## src/rtl/window_fifo_sched_pkg.sv

```systemverilog
// ============================================================================
// Module   : window_fifo_sched_pkg
// Brief    : Shared state encoding and width helpers for window_fifo_sched.
// Revision : 1.0 - initial release
// ============================================================================
`default_nettype none

package window_fifo_sched_pkg;

   typedef enum logic [1:0] {
      ST_IDLE  = 2'd0,
      ST_RUN   = 2'd1,
      ST_DRAIN = 2'd2,
      ST_DONE  = 2'd3
   } wfs_state_t;

   localparam int DEF_DEPTH     = 256 * 256;
   localparam int DEF_FRAME_LEN = 256 * 256;

   // floor(log2(v)) for v >= 1
   function automatic int flog2(input int v);
      int r;
      r = 0;
      for (int i = 1; i < 31; i++) begin
         if (v >= (1 << i)) r = i;
      end
      return r;
   endfunction

   // Counter width large enough to hold both the occupancy and the frame count
   function automatic int cw_of(input int depth, input int frame_len);
      return flog2((depth > frame_len) ? depth : frame_len) + 1;
   endfunction

endpackage

`default_nettype wire

```

## src/rtl/window_fifo_sched_if.sv

```systemverilog
// ============================================================================
// Module   : window_fifo_sched_if
// Brief    : Producer/consumer/FIFO handshake bundle of the window scheduler.
// Revision : 1.0 - initial release
// ============================================================================
`default_nettype none

interface window_fifo_sched_if;

   logic s_valid;
   logic s_ready;
   logic m_req;
   logic m_valid;
   logic fifo_write;
   logic fifo_read;
   logic fifo_full;
   logic fifo_out_verify;

   modport slave (
      input  s_valid,
      input  m_req,
      input  fifo_full,
      input  fifo_out_verify,
      output s_ready,
      output m_valid,
      output fifo_write,
      output fifo_read
   );

   modport master (
      output s_valid,
      output m_req,
      output fifo_full,
      output fifo_out_verify,
      input  s_ready,
      input  m_valid,
      input  fifo_write,
      input  fifo_read
   );

endinterface

`default_nettype wire

```

## src/rtl/wfs_rr_arb2.sv

```systemverilog
// ============================================================================
// Module   : wfs_rr_arb2
// Brief    : Two-requester round-robin arbiter (write vs read) with a
//            last-grant flag that only moves on contended cycles.
// Revision : 1.0 - initial release
// ============================================================================
`default_nettype none

module wfs_rr_arb2 (
   input  wire logic clk,
   input  wire logic reset,
   input  wire logic i_req_wr,
   input  wire logic i_req_rd,
   output logic      o_gnt_wr,
   output logic      o_gnt_rd
);

   // 1 = write won the most recent contended cycle; cleared so write wins first
   logic r_last_wr;
   logic w_contend;

   assign w_contend = i_req_wr & i_req_rd;

   always_comb begin
      o_gnt_wr = 1'b0;
      o_gnt_rd = 1'b0;
      if (w_contend) begin
         o_gnt_wr = ~r_last_wr;
         o_gnt_rd =  r_last_wr;
      end else begin
         o_gnt_wr = i_req_wr;
         o_gnt_rd = i_req_rd;
      end
   end

   always_ff @(posedge clk) begin
      if (!reset) begin
         r_last_wr <= 1'b0;
      end else if (w_contend) begin
         r_last_wr <= ~r_last_wr;
      end
   end

endmodule

`default_nettype wire

```

## src/rtl/window_fifo_sched.sv

```systemverilog
// ============================================================================
// Module   : window_fifo_sched
// Brief    : Frame sequencer and single-op-per-cycle write/read scheduler for
//            the convolution window FIFO. Error checks are built only when
//            WINDOW_FIFO_SCHED_ERR_CHECK_EN is defined.
// Revision : 1.0 - initial release
// ============================================================================
`default_nettype none

module window_fifo_sched
   import window_fifo_sched_pkg::*;
#(
   parameter  int DEPTH     = DEF_DEPTH,
   parameter  int FRAME_LEN = DEF_FRAME_LEN,
   localparam int CW        = cw_of(DEPTH, FRAME_LEN)
) (
   input  wire logic           clk,
   input  wire logic           reset,
   input  wire logic           i_start,
   window_fifo_sched_if.slave  bus,
   output logic [CW-1:0]       o_level,
   output logic                o_busy,
   output logic                o_frame_done,
   output logic                o_err
);

   localparam logic [CW-1:0] c_depth     = CW'(DEPTH);
   localparam logic [CW-1:0] c_frame_len = CW'(FRAME_LEN);
   localparam logic [CW-1:0] c_zero      = '0;
   localparam logic [CW-1:0] c_one       = CW'(1);

   wfs_state_t    r_state;
   logic [CW-1:0] r_level;
   logic [CW-1:0] r_wr_cnt;
   logic [CW-1:0] r_rd_cnt;
   logic          r_m_valid;
   logic          r_busy;
   logic          r_frame_done;

   logic          w_wr_elig;
   logic          w_rd_elig;
   logic          w_gnt_wr;
   logic          w_gnt_rd;
   logic [CW-1:0] w_level_inc;
   logic [CW-1:0] w_level_dec;

   assign w_wr_elig = (r_state == ST_RUN) && bus.s_valid &&
                      (r_level < c_depth) && (r_wr_cnt < c_frame_len);

   assign w_rd_elig = ((r_state == ST_RUN) || (r_state == ST_DRAIN)) && bus.m_req &&
                      (r_level > c_zero) && (r_rd_cnt < c_frame_len);

   wfs_rr_arb2 u_arb (
      .clk      (clk),
      .reset    (reset),
      .i_req_wr (w_wr_elig),
      .i_req_rd (w_rd_elig),
      .o_gnt_wr (w_gnt_wr),
      .o_gnt_rd (w_gnt_rd)
   );

   assign w_level_inc = w_gnt_wr ? c_one : c_zero;
   assign w_level_dec = w_gnt_rd ? c_one : c_zero;

   // Frame sequencing, occupancy and counters share one clocked process
   always_ff @(posedge clk) begin
      if (!reset) begin
         r_state      <= ST_IDLE;
         r_level      <= c_zero;
         r_wr_cnt     <= c_zero;
         r_rd_cnt     <= c_zero;
         r_m_valid    <= 1'b0;
         r_busy       <= 1'b0;
         r_frame_done <= 1'b0;
      end else begin
         r_m_valid <= w_gnt_rd;
         r_level   <= r_level + w_level_inc - w_level_dec;
         if (w_gnt_wr) r_wr_cnt <= r_wr_cnt + c_one;
         if (w_gnt_rd) r_rd_cnt <= r_rd_cnt + c_one;

         case (r_state)
            ST_IDLE: begin
               if (i_start) begin
                  r_state  <= ST_RUN;
                  r_busy   <= 1'b1;
                  r_wr_cnt <= c_zero;
                  r_rd_cnt <= c_zero;
               end
            end
            ST_RUN: begin
               if (r_wr_cnt == c_frame_len) r_state <= ST_DRAIN;
            end
            ST_DRAIN: begin
               // last read must have returned: no grant may still be outstanding
               if ((r_rd_cnt == c_frame_len) && !w_gnt_rd) begin
                  r_state      <= ST_DONE;
                  r_frame_done <= 1'b1;
               end
            end
            ST_DONE: begin
               r_state      <= ST_IDLE;
               r_busy       <= 1'b0;
               r_frame_done <= 1'b0;
            end
            default: begin
               r_state      <= ST_IDLE;
               r_busy       <= 1'b0;
               r_frame_done <= 1'b0;
            end
         endcase
      end
   end

   assign bus.s_ready    = w_gnt_wr;
   assign bus.fifo_write = w_gnt_wr;
   assign bus.fifo_read  = w_gnt_rd;
   assign bus.m_valid    = r_m_valid;

   assign o_level      = r_level;
   assign o_busy       = r_busy;
   assign o_frame_done = r_frame_done;

`ifdef WINDOW_FIFO_SCHED_ERR_CHECK_EN
   logic r_err;

   always_ff @(posedge clk) begin
      if (!reset) begin
         r_err <= 1'b0;
      end else if (bus.fifo_full || (r_m_valid && !bus.fifo_out_verify)) begin
         r_err <= 1'b1;
      end
   end

   assign o_err = r_err;
`else
   logic w_unused_err_inputs;

   assign w_unused_err_inputs = bus.fifo_full ^ bus.fifo_out_verify;
   assign o_err               = 1'b0;
`endif

endmodule

`default_nettype wire

```

## src/flat_wrapper.sv

```systemverilog
// flat-port wrapper written by rule: the top's interface ports become plain ports
module window_fifo_sched_flat import window_fifo_sched_pkg::*;
#(
   parameter  int DEPTH     = DEF_DEPTH,
   parameter  int FRAME_LEN = DEF_FRAME_LEN,
   localparam int CW        = cw_of(DEPTH, FRAME_LEN)
)
  (clk, reset, i_start, o_level, o_busy, o_frame_done, o_err, bus_s_valid, bus_m_req, bus_fifo_full, bus_fifo_out_verify, bus_s_ready, bus_m_valid, bus_fifo_write, bus_fifo_read);
  window_fifo_sched_if bus_i ();
  input  wire logic clk;
  input  wire logic reset;
  input  wire logic i_start;
  output logic [CW-1:0] o_level;
  output logic o_busy;
  output logic o_frame_done;
  output logic o_err;
  input wire logic [$bits(bus_i.s_valid)-1:0] bus_s_valid;
  input wire logic [$bits(bus_i.m_req)-1:0] bus_m_req;
  input wire logic [$bits(bus_i.fifo_full)-1:0] bus_fifo_full;
  input wire logic [$bits(bus_i.fifo_out_verify)-1:0] bus_fifo_out_verify;
  output wire logic [$bits(bus_i.s_ready)-1:0] bus_s_ready;
  output wire logic [$bits(bus_i.m_valid)-1:0] bus_m_valid;
  output wire logic [$bits(bus_i.fifo_write)-1:0] bus_fifo_write;
  output wire logic [$bits(bus_i.fifo_read)-1:0] bus_fifo_read;
  assign bus_i.s_valid = bus_s_valid;
  assign bus_i.m_req = bus_m_req;
  assign bus_i.fifo_full = bus_fifo_full;
  assign bus_i.fifo_out_verify = bus_fifo_out_verify;
  assign bus_s_ready = bus_i.s_ready;
  assign bus_m_valid = bus_i.m_valid;
  assign bus_fifo_write = bus_i.fifo_write;
  assign bus_fifo_read = bus_i.fifo_read;
  window_fifo_sched #(.DEPTH(DEPTH), .FRAME_LEN(FRAME_LEN)) u_core (.clk(clk), .reset(reset), .i_start(i_start), .bus(bus_i), .o_level(o_level), .o_busy(o_busy), .o_frame_done(o_frame_done), .o_err(o_err));
endmodule
```

## config.mk

```make
export PLATFORM = sky130hd
export DESIGN_NAME = window_fifo_sched_flat
export DESIGN_NICKNAME = d
export VERILOG_FILES = /design/src/rtl/window_fifo_sched_pkg.sv /design/src/rtl/window_fifo_sched_if.sv /design/src/rtl/wfs_rr_arb2.sv /design/src/rtl/window_fifo_sched.sv /design/src/flat_wrapper.sv
export SDC_FILE = /design/constraint.sdc
export NUM_CORES = 1
export LEC_CHECK = 0
export ABC_AREA = 0
export CORE_MARGIN = 2
export CORE_UTILIZATION = 30
export CTS_CLUSTER_SIZE = 8
export DETAILED_ROUTE_END_ITERATION = 10
export PLACE_DENSITY = 0.57
export RECOVER_POWER = 50
export SLEW_MARGIN = 0
export SYNTH_ARGS = -nofsm -noshare
export SYNTH_HDL_FRONTEND = slang
export SYNTH_HIERARCHICAL = 1
export SYNTH_SLANG_ARGS = --single-unit
```

## constraint.sdc

```tcl
create_clock -name clk -period 5.25 [get_ports clk]
set_clock_uncertainty 0.05 [all_clocks]
set_input_delay 1.575 -clock clk [delete_from_list [all_inputs] [get_ports clk]]
set_output_delay 1.575 -clock clk [all_outputs]
set_load 0.02 [all_outputs]
```

; Yosys cells after proc, flatten, opt, wreduce, memory -nomap -nowiden
; Index checks and enable logic that the tools add are counted.
[classes]
magnitude_cmp = 4
bitwise = 2
n_eq_ne = 8
reduce_logical = 15
addsub = 4
mux = 18
[op_table]
columns = cell, n
row1 = 17-bit two-way mux, 6
row2 = "17-bit < comparator, second input constant", 3
row3 = "17-bit by 1-bit adder with 17-bit output, second input constant", 2
row4 = "17-bit equality test, second input constant", 2
row5 = 17-bit adder, 1
row6 = "17-bit by 1-bit > comparator with 1-bit output, second input constant", 1
row7 = 17-bit subtractor, 1
row8 = 2-bit case mux with 4 select lines, 1
row9 = 1-bit logical AND, 7
row10 = 1-bit two-way mux, 6
row11 = 2-bit two-way mux, 3
row12 = "2-bit inequality test, second input constant", 3
row13 = "2-bit equality test, second input constant", 2
row14 = 1-bit case mux with 2 select lines, 2
row15 = 2-bit AND reduction, 2
row16 = 2-bit nonzero test, 2
row17 = 3-bit AND reduction, 1
row18 = "2-bit by 1-bit equality test with 1-bit output, second input constant", 1
row19 = 2-bit logical NOT, 1
row20 = 1-bit bitwise AND, 1
row21 = 1-bit logical NOT, 1
row22 = 1-bit logical OR, 1
row23 = 1-bit NOT, 1
[word_totals]
reg_bits = 57
inputBits = 7

; Longest topological paths before layout
; Gate-level depths: netlist (run 1).
[logic_depth]
depth_word = 11
ltp_mapped = 18
depth_no_buf = 18

; Cells and area by module
; Netlist (run 1), hierarchy kept.
[modules_own_cells]
columns = module, n_inst, cells_each, area_each_um2
row1 = window_fifo_sched, 1, 404, 3365.7
row2 = wfs_rr_arb2, 1, 8, 62.6

; Worst setup path before layout (run 1)
; Ideal clock, no wire load.
[synth_timing]
path_kind = input to register
start = input port bus_s_valid
end = register u_core.r_level[16] (netlist: u_core/o_level[16])
path_buffers = 0
cell_stages = 13
t_arrival_ps = 4765
slack_ps = 308
setup_ps = 127
t_required_ps = 5073
path_cell_list = nor4bb_1 -> a21boi_0 -> inv_2 -> ha_1 -> inv_1 -> ha_1 -> inv_1 -> fa_1 -> nor2b_1 -> o221ai_2 -> a31oi_1 -> o31ai_1 -> mux2i_1
[synth_between]
elab_chain_cells = 8
word_cells_on_any_way = 10
cone_classes = add/sub: 2 / mux: 4 / bitwise: 1 / reduce/logical: 3
[synth_lines]
columns = item, line
row1 = from (decl), flat_wrapper.sv:17  ; input wire logic [$bits(bus_i.s_valid)-1:0] bus_s_valid;
row2 = 1-bit logical AND * (2 in series), window_fifo_sched.sv:47  ; assign w_wr_elig = (r_state == ST_RUN) && bus.s_valid &&
row3 = 1-bit logical AND *, window_fifo_sched.sv:48  ; (r_level < c_depth) && (r_wr_cnt < c_frame_len);
row4 = 1-bit bitwise AND, wfs_rr_arb2.sv:22  ; assign w_contend = i_req_wr & i_req_rd;
row5 = 1-bit two-way mux *, wfs_rr_arb2.sv:27  ; if (w_contend) begin
row6 = via bus_fifo_write, flat_wrapper.sv:23  ; output wire logic [$bits(bus_i.fifo_write)-1:0] bus_fifo_write;
row7 = 1-bit two-way mux *, window_fifo_sched.sv:62  ; assign w_level_inc = w_gnt_wr ? c_one : c_zero;
row8 = 17-bit adder *, window_fifo_sched.sv:77  ; r_level <= r_level + w_level_inc - w_level_dec;
row9 = 17-bit subtractor *, window_fifo_sched.sv:77
row10 = to (signal assigned), window_fifo_sched.sv:69  ; r_level <= c_zero;
row11 = to (signal assigned), window_fifo_sched.sv:77
row12 = to (decl), window_fifo_sched.sv:33  ; logic [CW-1:0] r_level;
; Mark *: on every way through the listed nets, which the timed path passes. The rest lies on a longest branch.
; A chain may end at the register's enable or synchronous reset.

; Worst setup path after layout (run 1)
[layout_timing]
start = input port bus_s_valid
end = output port bus_s_ready
[layout_between]
elab_chain_cells = 5
[layout_lines]
columns = item, line
row1 = 1-bit logical AND * (2 in series), window_fifo_sched.sv:47
row2 = 1-bit logical AND *, window_fifo_sched.sv:48
row3 = via u_core.w_wr_elig, window_fifo_sched.sv:40  ; logic w_wr_elig;
row4 = 1-bit bitwise AND, wfs_rr_arb2.sv:22
row5 = 1-bit two-way mux *, wfs_rr_arb2.sv:27
row6 = to (decl), flat_wrapper.sv:21  ; output wire logic [$bits(bus_i.s_ready)-1:0] bus_s_ready;
; Marked as above.

==> results of run 1 <==
==> routing by layer <==
layer	vias to the layer above	global-route usage
li1	1470	-
met1	1302	0.146
met2	36	0.220
met3	9	0.0295
met4	0	0.0442
met5	-	0
==> state kept, by name, indices dropped and copies added, names as in the netlist <==
signal                  cells
u_core/u_arb/r_last_wr      1
u_core/bus.m_valid          1
u_core/o_busy               1
u_core/r_state              2
u_core/r_rd_cnt            17
u_core/o_frame_done         1
u_core/o_level             17
u_core/r_wr_cnt            17
==> power groups by stage <==
stage	combinational, uW	clock, uW	sequential (uW)
after detailed placement	1390	0	590
after CTS	1400	606	581
after global placement	1380	0	587
after floorplan	961	0	646
after global routing	1530	627	589
final	1380	594	576
==> per-stage QoR <==
| step | hold slack (ns) | worst slack [ns] | total power, uW | util | cell area (um2) |
|---|---|---|---|---|---|
| after floorplan | 0.406 | 0.308 | 1610 | - | 3430 |
| after global placement | 0.419 | 0.175 | 1960 | 0.342 | 3860 |
| after detailed placement | 0.433 | 0.119 | 1980 | 0.342 | 3860 |
| after CTS | 0.440 | 0.0963 | 2590 | 0.370 | 4170 |
| after global routing | 0.470 | 0.0218 | 2750 | 0.369 | 4160 |
| final | 0.441 | 0.0784 | 2550 | 0.369 | 4160 |
==> worst min-delay path by stage <==
stage | slack, ns | endpoint | cells after the start
2_1_floorplan | 0.41 | u_core/u_arb/r_last_wr | 2
3_3_place_gp | 0.42 | u_core/u_arb/r_last_wr | 2
3_5_place_dp | 0.43 | u_core/u_arb/r_last_wr | 2
4_1_cts | 0.44 | u_core/u_arb/r_last_wr | 2
5_1_grt | 0.47 | u_core/r_state[1] | 2
6_report | 0.44 | u_core/o_busy | 2
==> tightest hold or removal path, cell delays in order (launching register included) <==
cell and delay (ns):
dfxtp_1 0.33, a21oi_1 0.06, nor2_1 0.07
==> cell type report <==
type,instances,area [um2]
clock buffer,12,256
clock inverter,4,51.3
fill,1133,7110
inverter,35,131
multi-input combinational,310,2110
sequential,57,1140
tap,143,179
timing repair buffer,31,293
==> cells by family (layout without fill, tap and decap cells) <==
family,Yosys count,in the layout
flops,57,57
xor+xnor,34,34
buf+inv,45,82
other cells,1,1
mux,11,11
fa+ha+maj,33,33
simple gates,169,169
compound gates,62,62
==> cell usage after synthesis (all sizes together), types with 6 or more instances <==
cell type / instances
a21oi: 22
ha: 32
xnor2: 11
nor2b: 7
nor3: 10
xor2: 23
nor2: 45
nand3: 14
clkbuf: 6
nor4: 7
nand4: 9
nand2b: 12
mux2i: 10
o21ai: 17
nand2: 36
dfxtp: 57
inv: 35
==> results.json, run 1 <==
{
  "core_area_um2": 11300,
  "ant_nets": 0,
  "post_cts_buffers": 0,
  "synthXorXnorAreaFrac": 0.0869,
  "layout_common_cells": "57 x dfxtp_1, 45 x nor2_1, 36 x nand2_1",
  "clockPowerShare": 0.233,
  "drive_gt1_frac": 0.0624,
  "leakagePower_uw": 0.00169,
  "dp.cells": 576,
  "insertion_delay_ns": 0.33,
  "cts_buffers": 9,
  "synth_ff_type": "dfxtp_1",
  "ir_drop_mv": 0.278,
  "synth_seq_area_share": 0.333,
  "area_delta_synth_final_pct": 21.4,
  "max_freq_ghz": 0.193,
  "syn-cell-area_um2": 3430,
  "dp_hpwl_um": 5460,
  "drv_slew": 0,
  "clockBufferDepth": 2,
  "route.met3.wl_um": 227,
  "combPwrFrac": 0.541,
  "r2r-end": "u_core/o_level[12]",
  "synth.distinct_cells": 52,
  "grt-ovfl-total": 0,
  "hold_buffers": 0,
  "grt_pass1_wl_um": 12700,
  "final_common_cell": "dfxtp_1",
  "h-tree-depth": 3,
  "io_buffers": 27,
  "path_common_cell": "clkdlybuf4s50_1",
  "tightest_slew_ns": 1.47,
  "grt_start_max_net_pins": 35,
  "track_usage": 0.124,
  "wl_met1_um": 3320,
  "cp_num_cells": 5,
  "cts_sinks": 57,
  "nets": 484,
  "detail_route.iter0.violations": 121,
  "max_stage_delay_ns": 0.60,
  "antenna_found_initial": 0,
  "crit_path_start": "bus_s_valid",
  "netlist_instances": 412,
  "p_int_uw": 1510,
  "period_minus_slack_ns": 5.17,
  "syn-num-nets": 452,
  "grt_pass1_vias": 2840,
  "routed.top_layer": "met4",
  "initial_core_util": 0.304,
  "diodes": 0,
  "drt_wl_total_um": 7340,
  "rows": 39,
  "setup_tns_ns": 0,
  "die-area_um2": 12300,
  "startpoint_type": "input pin",
  "endpoint": "bus_s_ready",
  "worst-path-buf-inv": 3,
  "reg2reg_depth": 18,
  "synth_adder_area_share": 0.123,
  "fin_cells": 592,
  "synth-async-reset-ratio": 0,
  "sw_frac_of_total": 0.408,
  "rrSetupSlack_ns": 1.21,
  "post_cts_resized": 0,
  "cp_cell_sequence": "clkdlybuf4s50_1, nor4bb_1, a21boi_0, buf_4, clkdlybuf4s50_1",
  "num_vias": 2817,
  "die_w_um": 111,
  "power_density_nw_per_um2": 612,
  "wl_per_cell_um": 12.4,
  "hold_start": "u_core/o_busy",
  "via_per_inst": 4.76,
  "path_clk_slew_ns": 0.05,
  "synthTopCellsByArea": "dfxtp_1 33%, ha_1 12%, xor2_1 5.9%",
  "synth.area.mux_share": 0.0325,
  "drcViolationCount": 0,
  "dr_wl_met2_um": 3720,
  "slew_headroom": 0.0171,
  "synth_top_family_by_area": "simple AND/OR/NAND/NOR gates",
  "cp_max_fo": 6,
  "synth_seq_cells": 57,
  "p_sw_uw": 1040,
  "maxCapViolCount": 0,
  "cts_root_buffer": "clkbuf_16",
  "period_share": 0.985,
  "synth_top_area_share": 0.333,
  "synth_compound_area_frac": 0.113,
  "hold_class": "reg2reg",
  "die_y_um": 111,
  "synth-edff-count": 0,
  "firstDrtPassIters": 4,
  "place_congestion": 0.826,
  "end_kind": "output port",
  "synthSimpleGateAreaFrac": 0.259,
  "critPathTopFamily": "buffers and inverters",
  "worst-endpoint-required_ns": 3.63,
  "syn_avg_cell_area_um2": 8.32,
  "ios": 31,
  "path_class": "in2out",
  "setup_violations": 0,
  "arrival_ns": 3.55,
  "status": "complete, no violations",
  "r2r-start": "u_core/o_level[2]",
  "synth_top_cell_by_area": "dfxtp_1",
  "crit_slowest_cell": "clkdlybuf4s50_1",
  "finalHoldViolations": 0,
  "power_frac_seq": 0.226,
  "rsz0062_at_grt": "no",
  "yosysWarningCount": 6,
  "cts_tree": "yes"
}
No activity file was read; power rests on OpenSTA's default activity.
==> run 2, diff against run 1 <==
--- a/config.mk
+++ b/config.mk
@@ -6,12 +6,13 @@
 export NUM_CORES = 1
 export LEC_CHECK = 0
 export ABC_AREA = 0
-export CORE_MARGIN = 2
+export CORE_MARGIN = 5
 export CORE_UTILIZATION = 30
 export CTS_CLUSTER_SIZE = 8
 export DETAILED_ROUTE_END_ITERATION = 10
 export PLACE_DENSITY = 0.57
 export RECOVER_POWER = 50
+export REMOVE_ABC_BUFFERS = 1
 export SLEW_MARGIN = 0
 export SYNTH_ARGS = -nofsm -noshare
 export SYNTH_HDL_FRONTEND = slang
==> results.json, run 2 (same netlist as run 1, synthesis figures left out) <==
{
  "stdcell_area_um2": 4160,
  "path_common_cell": "clkdlybuf4s50_1",
  "setup_tns_ns": 0,
  "seq_area_um2": 1140,
  "cts_root_buffer": "clkbuf_16",
  "startpoint_type": "input pin",
  "path_clk_slew_ns": 0.05,
  "area_delta_synth_final_pct": 21.2,
  "grt-ovfl-total": 0,
  "place_ws_ns": 0.0134,
  "leakagePower_uw": 0.00169,
  "antenna_found_initial": 0,
  "slew_headroom": 0.216,
  "grt_pass1_vias": 2794,
  "max_freq_ghz": 0.195,
  "ant_nets": 0,
  "worst-endpoint-required_ns": 3.63,
  "via_per_inst": 4.75,
  "end_kind": "output port",
  "dp_hpwl_um": 5690,
  "io_buffers": 27,
  "rsz0062_at_grt": "no",
  "max_stage_delay_ns": 0.61,
  "die_y_um": 117,
  "firstDrtPassIters": 4,
  "ir_drop_mv": 0.310,
  "setup_violations": 0,
  "route.met3.wl_um": 317,
  "die_w_um": 117,
  "finalHoldViolations": 0,
  "drive_gt1_frac": 0.0686,
  "fillers": 1173,
  "drv_slew": 0,
  "routed.top_layer": "met4",
  "period_share": 0.978,
  "post_cts_buffers": 0,
  "status": "complete, no violations",
  "drcViolationCount": 0,
  "cp_max_fo": 6,
  "core_area_um2": 11300,
  "post_cts_resized": 1,
  "initial_core_util": 0.303,
  "wl_per_cell_um": 12.7,
  "dr_wl_met2_um": 3480,
  "final_common_cell": "dfxtp_1",
  "grt_pass1_wl_um": 12900,
  "num_vias": 2829,
  "critPathTopFamily": "buffers and inverters",
  "maxCapViolCount": 0,
  "period_minus_slack_ns": 5.13,
  "nets": 487,
  "insertion_delay_ns": 0.33,
  "cts_tree": "yes",
  "rows": 39,
  "tightest_slew_ns": 1.17,
  "layout_common_cells": "57 x dfxtp_1, 45 x nor2_1, 36 x nand2_1",
  "power_density_nw_per_um2": 601,
  "cts_buffers": 9,
  "setup_ws_ns": 0.116,
  "diodes": 0,
  "multi_input_area_um2": 2110,
  "hold_class": "reg2reg",
  "cp_cell_sequence": "clkdlybuf4s50_1, nor4bb_2, a21boi_0, buf_4, clkdlybuf4s50_1",
  "path_class": "in2out",
  "hold_buffers": 0,
  "cts_sinks": 57,
  "clockBufferDepth": 2,
  "drt_wl_total_um": 7560,
  "die-area_um2": 13700,
  "h-tree-depth": 3,
  "ios": 31,
  "crit_slowest_cell": "clkdlybuf4s50_1",
  "track_usage": 0.120,
  "detail_route.iter0.violations": 174,
  "grt_start_max_net_pins": 35,
  "placed_area_um2": 3880,
  "wl_met1_um": 3680,
  "place_congestion": 0.798,
  "worst-path-buf-inv": 3,
  "arrival_ns": 3.51
}
## run 2: power breakdown
| group | internal, uW | switching [uW] | leakage [uW] |
|---|---|---|---|
| Combinational | 608 | 777 | 0.00109 |
| Sequential | 512 | 67.6 | 0.000464 |
| Clock | 332 | 202 | 0.000129 |
## run 2: stage by stage
| step | hold WS [ns] | std cells | total power [uW] | util |
|---|---|---|---|---|
| 6_report | 0.448 | 595 | 2500 | 0.367 |
| 5_1_grt | 0.477 | 595 | 2730 | 0.367 |
| 4_1_cts | 0.453 | 595 | 2550 | 0.368 |
| 3_5_place_dp | 0.445 | 579 | 2000 | 0.343 |
| 3_3_place_gp | 0.419 | 579 | 1970 | 0.343 |
| 2_1_floorplan | 0.406 | 402 | 1600 | - |
## run 2: final cells by class
cell class / instances / share of cell area
flip-flops and latches: 57 / 0.275
repair buffers: 34 / 0.0759
multi-input cells: 310 / 0.509
clock buffers: 12 / 0.0593
inverters: 35 / 0.0316
well taps: 143 / 0.0430
clock inverters: 4 / 0.00692
## run 2: per-layer routing
| metal | GRT usage | vias to the layer above |
|---|---|---|
| met5 | 0 | - |
| met4 | 0.0413 | 0 |
| met3 | 0.0344 | 9 |
| met2 | 0.198 | 50 |
| met1 | 0.151 | 1287 |
| li1 | - | 1483 |
## run 2: worst min-delay path: cells and delay by family, from the launching register on
family / cells / cell delay [ns]
flip-flops: 1 / 0.32
AND/OR/NAND/NOR: 1 / 0.06
multiplexers: 1 / 0.06
## run 2: final timing paths
kind	startpoint	endpoint	slack, ns	depth (start not counted)
max reg2reg	u_core/o_level[2]	u_core/o_level[16]	1.37	18
max	bus_s_valid	bus_s_ready	0.12	5
min reg2reg	u_core/u_arb/r_last_wr	u_core/u_arb/r_last_wr	0.45	2
min	u_core/u_arb/r_last_wr	u_core/u_arb/r_last_wr	0.45	2
==> run 3, diff against run 2 <==
--- a/config.mk
+++ b/config.mk
@@ -6,7 +6,6 @@
 export NUM_CORES = 1
 export LEC_CHECK = 0
 export ABC_AREA = 0
-export CORE_MARGIN = 5
 export CORE_UTILIZATION = 30
 export CTS_CLUSTER_SIZE = 8
 export DETAILED_ROUTE_END_ITERATION = 10
@@ -16,5 +15,4 @@
 export SLEW_MARGIN = 0
 export SYNTH_ARGS = -nofsm -noshare
 export SYNTH_HDL_FRONTEND = slang
-export SYNTH_HIERARCHICAL = 1
 export SYNTH_SLANG_ARGS = --single-unit
==> results.json, run 3 <==
{
  "status": "complete, no violations",
  "end_kind": "output port",
  "hold_buffers": 0,
  "synth_seq_area_share": 0.334,
  "post_cts_buffers": 0,
  "synth_most_common_cell": "dfxtp_1",
  "final_common_cell": "dfxtp_1",
  "die-area_um2": 11800,
  "max_stage_delay_ns": 0.56,
  "cts_root_buffer": "clkbuf_16",
  "wl_per_cell_um": 12.8,
  "diodes": 0,
  "path_class": "in2out",
  "synth_top_cell_by_area": "dfxtp_1",
  "p_int_uw": 1480,
  "synth_ff_type": "dfxtp_1",
  "syn-cell-area_um2": 3420,
  "hold_class": "reg2reg",
  "sw_frac_of_total": 0.397,
  "ios": 31,
  "synth.top_cells.by_count": "57 x dfxtp_1, 49 x nor2_1, 33 x inv_1, 32 x ha_1",
  "drive_gt1_frac": 0.0612,
  "maxCapViolCount": 0,
  "yosysWarningCount": 0,
  "period_share": 0.934,
  "rsz0062_at_grt": "no",
  "initial_core_util": 0.311,
  "synth.distinct_cells": 51,
  "synth_top_area_share": 0.334,
  "startpoint_type": "input pin",
  "track_usage": 0.135,
  "num_vias": 2830,
  "clockPowerShare": 0.246,
  "synth_seq_cells": 57,
  "p_sw_uw": 976,
  "max_freq_ghz": 0.204,
  "setup_violations": 0,
  "grt_pass1_wl_um": 12700,
  "post_cts_resized": 0,
  "nets": 476,
  "combPwrFrac": 0.519,
  "power_frac_seq": 0.235,
  "core_area_um2": 11000,
  "synth-edff-count": 0,
  "finalHoldViolations": 0,
  "slew_headroom": 0.209,
  "die_y_um": 109,
  "firstDrtPassIters": 4,
  "ant_nets": 0,
  "crit_slowest_cell": "clkdlybuf4s50_1",
  "die_w_um": 109,
  "clockBufferDepth": 2,
  "tightest_slew_ns": 1.18,
  "period_minus_slack_ns": 4.90,
  "io_buffers": 27,
  "path_common_cell": "clkdlybuf4s50_1",
  "power_density_nw_per_um2": 591,
  "insertion_delay_ns": 0.32,
  "placed_area_um2": 3840,
  "rows": 38,
  "detail_route.iter0.violations": 93,
  "cts_sinks": 57,
  "setup_tns_ns": 0,
  "syn_avg_cell_area_um2": 8.48,
  "area_delta_synth_final_pct": 21.7,
  "drt_wl_total_um": 7430,
  "cts_tree": "yes",
  "cts_buffers": 9,
  "ir_drop_mv": 0.349,
  "via_per_inst": 4.87,
  "layout_common_cells": "57 x dfxtp_1, 49 x nor2_1, 33 x inv_1",
  "grt_pass1_vias": 2795,
  "drcViolationCount": 0,
  "worst-endpoint-required_ns": 3.63,
  "stdcell_area_um2": 4160,
  "synth-async-reset-ratio": 0,
  "drv_slew": 0,
  "h-tree-depth": 3,
  "cp_max_fo": 4,
  "grt-ovfl-total": 0,
  "path_clk_slew_ns": 0.05,
  "antenna_found_initial": 0,
  "leakagePower_uw": 0.00166,
  "dp_hpwl_um": 5320,
  "arrival_ns": 3.28,
  "grt_start_max_net_pins": 35,
  "cp_cell_sequence": "clkdlybuf4s50_1, nand4bb_1, or2_2, and2_1, clkdlybuf4s50_1",
  "netlist_instances": 403,
  "synthTopCellsByArea": "dfxtp_1 33%, ha_1 12%, xnor2_1 6.4%",
  "place_congestion": 0.817
}
run 3: logic make-up (layout without fill, tap and decap cells):
family | after synthesis | after routing | share of synthesized area
buffers and inverters | 44 | 82 | 0.0538
and+or+nand+nor | 172 | 172 | 0.278
adders and majority gates | 33 | 33 | 0.123
muxes | 5 | 5 | 0.0147
DFF | 57 | 57 | 0.334
other | 1 | 1 | 0.00110
xor gates and xnor gates | 34 | 34 | 0.0872
AOI/OAI and AO/OA | 57 | 57 | 0.108
run 3: layout make-up:
| class | count | area [um2] |
|---|---|---|
| sequential | 57 | 1140 |
| fill | 1126 | 6830 |
| inverter | 34 | 130 |
| clock buffer | 12 | 267 |
| multi-input combinational | 302 | 2090 |
| timing repair buffer | 32 | 304 |
| tap | 140 | 175 |
| clock inverter | 4 | 50.0 |
run 3: worst paths after layout:
| check | start | end | slack, ns | cells past startpoint |
|---|---|---|---|---|
| max | bus_s_valid | bus_fifo_read | 0.35 | 5 |
| min | u_core.r_wr_cnt[1] | u_core.r_wr_cnt[1] | 0.45 | 2 |
| max reg2reg | u_core.o_level[15] | u_core.o_level[12] | 1.57 | 17 |
| min reg2reg | u_core.r_wr_cnt[1] | u_core.r_wr_cnt[1] | 0.45 | 2 |
run 3: routing by layer:
metal  GRT usage  share of wire  wire, um  up-vias
li1            -              -         -     1453
met1       0.164           0.47      3470     1329
met5           0              0         0        -
met2       0.232           0.48      3570       37
met3      0.0305          0.036       270       11
met4      0.0463          0.017       124        0
run 3: stage by stage:
step | hold slack [ns] | setup WS [ns] | utilization | total power (uW) | cells
after CTS | 0.445 | 0.313 | 0.379 | 2510 | 581
after detailed placement | 0.434 | 0.254 | 0.350 | 1880 | 565
after global placement | 0.427 | 0.303 | 0.350 | 1850 | 565
after global routing | 0.474 | 0.252 | 0.379 | 2650 | 581
final | 0.446 | 0.347 | 0.379 | 2460 | 581
after floorplan | 0.391 | 0.719 | - | 1500 | 393
run 3: power by group through the flow:
stage / Clock (uW) / Sequential [uW] / Combinational (uW)
finish: 605 / 578 / 1280
global route: 635 / 590 / 1430
CTS: 621 / 582 / 1310
detailed placement: 0 / 588 / 1290
global placement: 0 / 588 / 1270
floorplan: 0 / 646 / 854
run 3: worst max-delay path, delay by kind of cell:
family | cells | cell delay, ns
simple gates | 3 | 0.65
buf+inv | 2 | 1.04
